===== config.mk =====
export PLATFORM = sky130hd
export DESIGN_NAME = mem_lcd_interface_flat
export DESIGN_NICKNAME = d
export VERILOG_FILES = /design/src/rtl/mem_lcd_interface_if.sv /design/src/rtl/mem_lcd_interface.sv /design/src/flat_wrapper.sv
export SDC_FILE = /design/constraint.sdc
export NUM_CORES = 1
export LEC_CHECK = 0
export ABC_AREA = 1
export CORE_AREA = 2 2 82 84
export CTS_CLUSTER_SIZE = 25
export DETAILED_ROUTE_END_ITERATION = 12
export DIE_AREA = 0 0 84 86
export PLACE_DENSITY = 0.79
export SLEW_MARGIN = 0
export SYNTH_ARGS = -nofsm -noshare
export SYNTH_HDL_FRONTEND = slang
export SYNTH_SLANG_ARGS = --single-unit

===== constraint.sdc =====
create_clock -name clk -period 2 [get_ports clk]
set_input_delay 0.2 -clock clk [delete_from_list [all_inputs] [get_ports clk]]
set_output_delay 0.2 -clock clk [all_outputs]
set_load 0.01 [all_outputs]

===== src/rtl/mem_lcd_interface_if.sv =====
// Bus bundle between the microprogrammed controller / external storage and the
// memory/LCD access sequencer.
//  Controller side : rd_req, wr_req, addr, wdata -> ; <- rdata, wait_
//  Memory side     : <- mem_addr, mem_wdata, mem_re, mem_we ; mem_rdata ->
//  LCD side        : <- lcd_rs, lcd_e, lcd_data
// master = controller/storage environment, slave = the sequencer.
interface mem_lcd_interface_if #(
  parameter int ADDR_W = 12,
  parameter int DATA_W = 16
);
  logic              rd_req;
  logic              wr_req;
  logic [ADDR_W-1:0] addr;
  logic [DATA_W-1:0] wdata;
  logic [DATA_W-1:0] rdata;
  logic              wait_;
  logic [ADDR_W-1:0] mem_addr;
  logic [DATA_W-1:0] mem_wdata;
  logic              mem_re;
  logic              mem_we;
  logic [DATA_W-1:0] mem_rdata;
  logic              lcd_rs;
  logic              lcd_e;
  logic [7:0]        lcd_data;

  modport master (
    output rd_req, wr_req, addr, wdata, mem_rdata,
    input  rdata, wait_, mem_addr, mem_wdata, mem_re, mem_we, lcd_rs, lcd_e, lcd_data
  );

  modport slave (
    input  rd_req, wr_req, addr, wdata, mem_rdata,
    output rdata, wait_, mem_addr, mem_wdata, mem_re, mem_we, lcd_rs, lcd_e, lcd_data
  );
endinterface


===== src/rtl/mem_lcd_interface.sv =====
// Memory/LCD access sequencer.
// Accepts read/write strobes from the controller, runs a MEM_LAT-cycle access to
// synchronous memory or an LCD write cycle (setup / E pulse / hold), and drives
// wait_ to stall the controller until the one-cycle DONE state.
// Ports: clk (rising edge), reset (async, active high), bus (slave modport of
// mem_lcd_interface_if carrying controller, memory and LCD signals).
module mem_lcd_interface #(
  parameter int          ADDR_W    = 12,
  parameter int          DATA_W    = 16,
  parameter int          MEM_LAT   = 2,
  parameter int unsigned LCD_BASE  = 'hF00,
  parameter int          LCD_SETUP = 1,
  parameter int          LCD_PULSE = 4,
  parameter int          LCD_HOLD  = 2
) (
  input  logic                clk,
  input  logic                reset,
  mem_lcd_interface_if.slave  bus
);
  localparam int MAX_AB = (MEM_LAT > LCD_SETUP) ? MEM_LAT : LCD_SETUP;
  localparam int MAX_CD = (LCD_PULSE > LCD_HOLD) ? LCD_PULSE : LCD_HOLD;
  localparam int MAXC   = (MAX_AB > MAX_CD) ? MAX_AB : MAX_CD;
  // counter holds (duration-1) down to 0
  localparam int CNT_W  = (MAXC > 1) ? $clog2(MAXC) : 1;

  localparam logic [CNT_W-1:0]  CNT_MEM = CNT_W'(MEM_LAT - 1);
  localparam logic [CNT_W-1:0]  CNT_SU  = CNT_W'(LCD_SETUP - 1);
  localparam logic [CNT_W-1:0]  CNT_EN  = CNT_W'(LCD_PULSE - 1);
  localparam logic [CNT_W-1:0]  CNT_HD  = CNT_W'(LCD_HOLD - 1);
  localparam logic [ADDR_W-1:0] BASE_A  = ADDR_W'(LCD_BASE);

  typedef enum logic [2:0] {IDLE, MEM, LCD_SU, LCD_EN, LCD_HD, DONE} state_t;

  state_t            state_q, state_d;
  logic [CNT_W-1:0]  cnt_q, cnt_d;
  logic              is_rd_q, is_rd_d;
  logic [ADDR_W-1:0] addr_q, addr_d;
  logic [DATA_W-1:0] wdata_q, wdata_d;
  logic [DATA_W-1:0] rdata_q, rdata_d;
  logic              rs_q, rs_d;
  logic [7:0]        ldata_q, ldata_d;
  logic              wait_c, re_c, we_c, e_c;
  logic              req;

  assign req = bus.rd_req | bus.wr_req;

  always_ff @(posedge clk or posedge reset) begin
    if (reset) begin
      state_q <= IDLE;
      cnt_q   <= '0;
      is_rd_q <= 1'b0;
      addr_q  <= '0;
      wdata_q <= '0;
      rdata_q <= '0;
      rs_q    <= 1'b0;
      ldata_q <= '0;
    end else begin
      state_q <= state_d;
      cnt_q   <= cnt_d;
      is_rd_q <= is_rd_d;
      addr_q  <= addr_d;
      wdata_q <= wdata_d;
      rdata_q <= rdata_d;
      rs_q    <= rs_d;
      ldata_q <= ldata_d;
    end
  end

  always_comb begin
    state_d = state_q;
    cnt_d   = (cnt_q != '0) ? cnt_q - 1'b1 : '0;
    is_rd_d = is_rd_q;
    addr_d  = addr_q;
    wdata_d = wdata_q;
    rdata_d = rdata_q;
    rs_d    = rs_q;
    ldata_d = ldata_q;
    wait_c  = 1'b0;
    re_c    = 1'b0;
    we_c    = 1'b0;
    e_c     = 1'b0;
    unique case (state_q)
      IDLE: begin
        wait_c = req;
        if (req) begin
          addr_d  = bus.addr;
          wdata_d = bus.wdata;
          is_rd_d = bus.rd_req;  // read wins when both strobes are set
          if (bus.addr >= BASE_A) begin
            if (bus.rd_req) begin
              rdata_d = '0;      // LCD region is write-only
              state_d = DONE;
            end else begin
              rs_d    = bus.addr[0];
              ldata_d = bus.wdata[7:0];
              cnt_d   = CNT_SU;
              state_d = LCD_SU;
            end
          end else begin
            cnt_d   = CNT_MEM;
            state_d = MEM;
          end
        end
      end
      MEM: begin
        wait_c = 1'b1;
        re_c   = is_rd_q;
        we_c   = ~is_rd_q;
        if (cnt_q == '0) begin
          if (is_rd_q) rdata_d = bus.mem_rdata;
          state_d = DONE;
        end
      end
      LCD_SU: begin
        wait_c = 1'b1;
        if (cnt_q == '0) begin
          cnt_d   = CNT_EN;
          state_d = LCD_EN;
        end
      end
      LCD_EN: begin
        wait_c = 1'b1;
        e_c    = 1'b1;
        if (cnt_q == '0) begin
          cnt_d   = CNT_HD;
          state_d = LCD_HD;
        end
      end
      LCD_HD: begin
        wait_c = 1'b1;
        if (cnt_q == '0) state_d = DONE;
      end
      DONE:    state_d = IDLE;  // requests here are ignored
      default: state_d = IDLE;
    endcase
  end

  // strobes decode straight from state so reset kills them without a clock
  assign bus.wait_     = wait_c;
  assign bus.mem_re    = re_c;
  assign bus.mem_we    = we_c;
  assign bus.lcd_e     = e_c;
  assign bus.rdata     = rdata_q;
  assign bus.mem_addr  = addr_q;
  assign bus.mem_wdata = wdata_q;
  assign bus.lcd_rs    = rs_q;
  assign bus.lcd_data  = ldata_q;
endmodule

===== src/flat_wrapper.sv =====
// flat-port wrapper written by rule: the top's interface ports become plain ports
module mem_lcd_interface_flat 
#(
  parameter int          ADDR_W    = 12,
  parameter int          DATA_W    = 16,
  parameter int          MEM_LAT   = 2,
  parameter int unsigned LCD_BASE  = 'hF00,
  parameter int          LCD_SETUP = 1,
  parameter int          LCD_PULSE = 4,
  parameter int          LCD_HOLD  = 2
)
  (clk, reset, bus_rd_req, bus_wr_req, bus_addr, bus_wdata, bus_mem_rdata, bus_rdata, bus_wait_, bus_mem_addr, bus_mem_wdata, bus_mem_re, bus_mem_we, bus_lcd_rs, bus_lcd_e, bus_lcd_data);
  mem_lcd_interface_if #(.ADDR_W(ADDR_W), .DATA_W(DATA_W)) bus_i ();
  input  logic clk;
  input  logic reset;
  input wire logic [$bits(bus_i.rd_req)-1:0] bus_rd_req;
  input wire logic [$bits(bus_i.wr_req)-1:0] bus_wr_req;
  input wire logic [$bits(bus_i.addr)-1:0] bus_addr;
  input wire logic [$bits(bus_i.wdata)-1:0] bus_wdata;
  input wire logic [$bits(bus_i.mem_rdata)-1:0] bus_mem_rdata;
  output wire logic [$bits(bus_i.rdata)-1:0] bus_rdata;
  output wire logic [$bits(bus_i.wait_)-1:0] bus_wait_;
  output wire logic [$bits(bus_i.mem_addr)-1:0] bus_mem_addr;
  output wire logic [$bits(bus_i.mem_wdata)-1:0] bus_mem_wdata;
  output wire logic [$bits(bus_i.mem_re)-1:0] bus_mem_re;
  output wire logic [$bits(bus_i.mem_we)-1:0] bus_mem_we;
  output wire logic [$bits(bus_i.lcd_rs)-1:0] bus_lcd_rs;
  output wire logic [$bits(bus_i.lcd_e)-1:0] bus_lcd_e;
  output wire logic [$bits(bus_i.lcd_data)-1:0] bus_lcd_data;
  assign bus_i.rd_req = bus_rd_req;
  assign bus_i.wr_req = bus_wr_req;
  assign bus_i.addr = bus_addr;
  assign bus_i.wdata = bus_wdata;
  assign bus_i.mem_rdata = bus_mem_rdata;
  assign bus_rdata = bus_i.rdata;
  assign bus_wait_ = bus_i.wait_;
  assign bus_mem_addr = bus_i.mem_addr;
  assign bus_mem_wdata = bus_i.mem_wdata;
  assign bus_mem_re = bus_i.mem_re;
  assign bus_mem_we = bus_i.mem_we;
  assign bus_lcd_rs = bus_i.lcd_rs;
  assign bus_lcd_e = bus_i.lcd_e;
  assign bus_lcd_data = bus_i.lcd_data;
  mem_lcd_interface #(.ADDR_W(ADDR_W), .DATA_W(DATA_W), .MEM_LAT(MEM_LAT), .LCD_BASE(LCD_BASE), .LCD_SETUP(LCD_SETUP), .LCD_PULSE(LCD_PULSE), .LCD_HOLD(LCD_HOLD)) u_core (.clk(clk), .reset(reset), .bus(bus_i));
endmodule

==> summary.txt <==
Outcome - finished clean
Max-cap check violation count - 0
Clock sinks - 59
Mapped Area - 0.00272 mm^2
Largest net degree at the start of global routing - 38
Global-route wire length before repair - 11600 um
Sequential share of the synthesized area - 0.543
Ports - 105
Layout cells sized above 1 - 0.122
Max Slew Vio Count - 0
Period utilization - 0.959
Die H - 86 um
Initial Util - 0.433
CP Launch Type - register
Iter 0 DRT Violations - 154
Power per cell area - 1470 mW/mm^2
Synth area leader - dfrtp_1
Later-pin clock latency in the skew report - 340 ps
Area Overhead vs Synth - 50.9%
Vias in the first global route - 2521
Clock Path Buffers - 2
Placed insts - 509
Leakage - 2.10 nW
IO Port Bufs - 104
Die W - 84 um
CTS Hold Buffers Added - 0
NumNets Final - 497
Maximum VDD drop - 0.778 mV
Clock Tree Root - clkbuf_8
H-tree depth - 3
Syn nets - 381
Final setup TNS - 0 ps
Crit Path Max Fanout - 5
Post-Layout Cell Count - 528
Remaining antenna violation count - 0
Core area - 0.00628 mm^2
Die area - 0.00722 mm^2
Synth Register Bits - 59
Post-Synthesis Cells - 330
DRC viols - 0
Min cycle time layout - 1920 ps
Yosys Warn Count - 0
Global route overflow - 0
Yosys cell types - 23
Vias/cell - 4.74
Top post-synthesis cells by area - dfrtp_1 54%, nand2_1 19%, inv_1 4.6%
Syn Area/Cell - 8.24 um^2
RePlAce Congestion - 0.932
CTS tree - built
CTS clock-pin slew for the worst setup and hold paths - 70 ps
Actual slew at the worst max-slew pin - 513 ps
FMAX - 521 MHz
Clock skew - 10.1 ps
Endpoint class of the critical path - primary output
Endpoints failing hold - 0
Relative slew slack - 0.657
CTS Buf Count - 9
GRT Util Overall - 0.201
Final wirelength - 6830 um
Worst endpoint required time - 1800 ps
Top-area cell type share of the netlist area - 0.543
Initial antenna violation count - 0
Finish-stage setup viols - 0
RSZ-0062 raised after global routing - false
Detailed Place HPWL - 4890 um
CP Class - register to primary output
Core Rows - 29
WL per Instance - 12.9 um
Arrival time worst endpoint - 1720 ps
DR vias - 2503
Ant. Diodes - 0
DR pass1 iterations - 4
Hold Path Class - primary input to asynchronous set/reset pin
==> cell families after synthesis <==
logic type | synth area share
AND/OR/NAND/NOR | 0.319
flip-flops | 0.543
buffers and inverters | 0.0805
AO/OA/AOI/OAI | 0.0433
adder cells (fa/ha/maj) | 0.0138
==> metal layers <==
layer,GRT usage,wire length (um)
met5,0,0
met1,0.241,2910
met2,0.336,3300
met4,0.0557,53
met3,0.0847,566
==> state kept, by name, indices dropped and copies added (netlist names) <==
name	flops
u_core.bus.lcd_rs	1
u_core.bus.lcd_data	8
u_core.is_rd_q	1
u_core.state_q	3
u_core.bus.mem_addr	12
u_core.bus.mem_wdata	16
u_core.bus.rdata	16
u_core.cnt_q	2
==> cell type report <==
type / count / area [um^2]
clock buffer: 11 / 141
multi-input combinational: 223 / 1040
tap: 77 / 96.3
timing repair buffer: 118 / 1160
clock inverter: 5 / 52.6
sequential: 59 / 1480
fill: 543 / 2180
inverter: 35 / 134
==> synth_stat cells <==
master / instances
buf_4: 2
nand2_1: 140
buf_6: 3
dfrtp_1: 59
nor3b_1: 1
nor3_1: 2
inv_1: 33
nand3_4: 1
nand3_1: 4
o21ai_0: 18
o21ai_1: 4
buf_2: 7
nand4_1: 16
nor2_1: 18
nand2_2: 1
nor2_4: 1
nand2_4: 2
clkbuf_1: 1
nand3_2: 3
nor2_2: 8
o21bai_1: 1
inv_2: 2
ha_1: 3
==> critical path, stage by stage, from the launching register on <==
cell and delay (ps):
dfrtp_2 440, buf_4 150, nor3_2 220, nor2_1 80
nor3b_2 160, inv_1 70, dlygate4sd2_1 260
==> worst paths after layout <==
| path | slack [ps] | startpoint | to | cells past startpoint |
|---|---|---|---|---|
| hold / removal | 220 | reset | u_core.bus.mem_addr[8] | 2 |
| max in group asynchronous | 1250 | reset | u_core.bus.lcd_data[2] | 3 |
| min in group clk | 400 | bus_addr[3] | u_core.bus.mem_addr[3] | 3 |
| setup / recovery | 80 | u_core.state_q[0] | bus_wait_ | 6 |
| hold reg to reg | 470 | u_core.bus.rdata[0] | u_core.bus.rdata[0] | 2 |
| setup reg to reg | 210 | u_core.state_q[0] | u_core.bus.lcd_data[3] | 8 |
==> through the flow <==
stage	cell area, um^2	setup slack, ps	power (mW)	hold WS, ps	utilization
final	4100	81.6	6.02	218	0.653
after detailed placement	3860	99.5	4.93	458	0.616
after global placement	3860	113	4.85	455	0.616
after floorplan	2720	344	3.60	310	-
after global routing	4100	0.148	6.50	239	0.653
after CTS	4070	30.5	6.03	226	0.648
==> repair_timing <==
item | 4_1_cts | 5_1_grt
cloned | 0 | 0
gates resized for setup | 6 | 5
pin swaps | 0 | 1
buffers inserted | 0 | 3
setup endpoints to repair | 1 | 4
==> placed cells by master, fill, tap and decap left out, drive strengths merged <==
cell	n
o21ai	22
dlymetal6s2s	2
nor3b	1
o21bai	1
dfrtp	59
inv	35
clkbuf	11
bufinv	1
nor3	2
clkinvlp	1
clkdlybuf4s50	101
buf	14
clkinv	3
nand4	16
nand2	143
nor2	27
ha	3
dlygate4sd2	1
nand3	8
==> power by group <==
part	switching [mW]	leakage, nW	internal, mW
combinational	1.58	1.25	1.40
sequential	0.289	0.755	1.68
clock	0.467	0.0991	0.603
(Power assumes the default switching activity.)
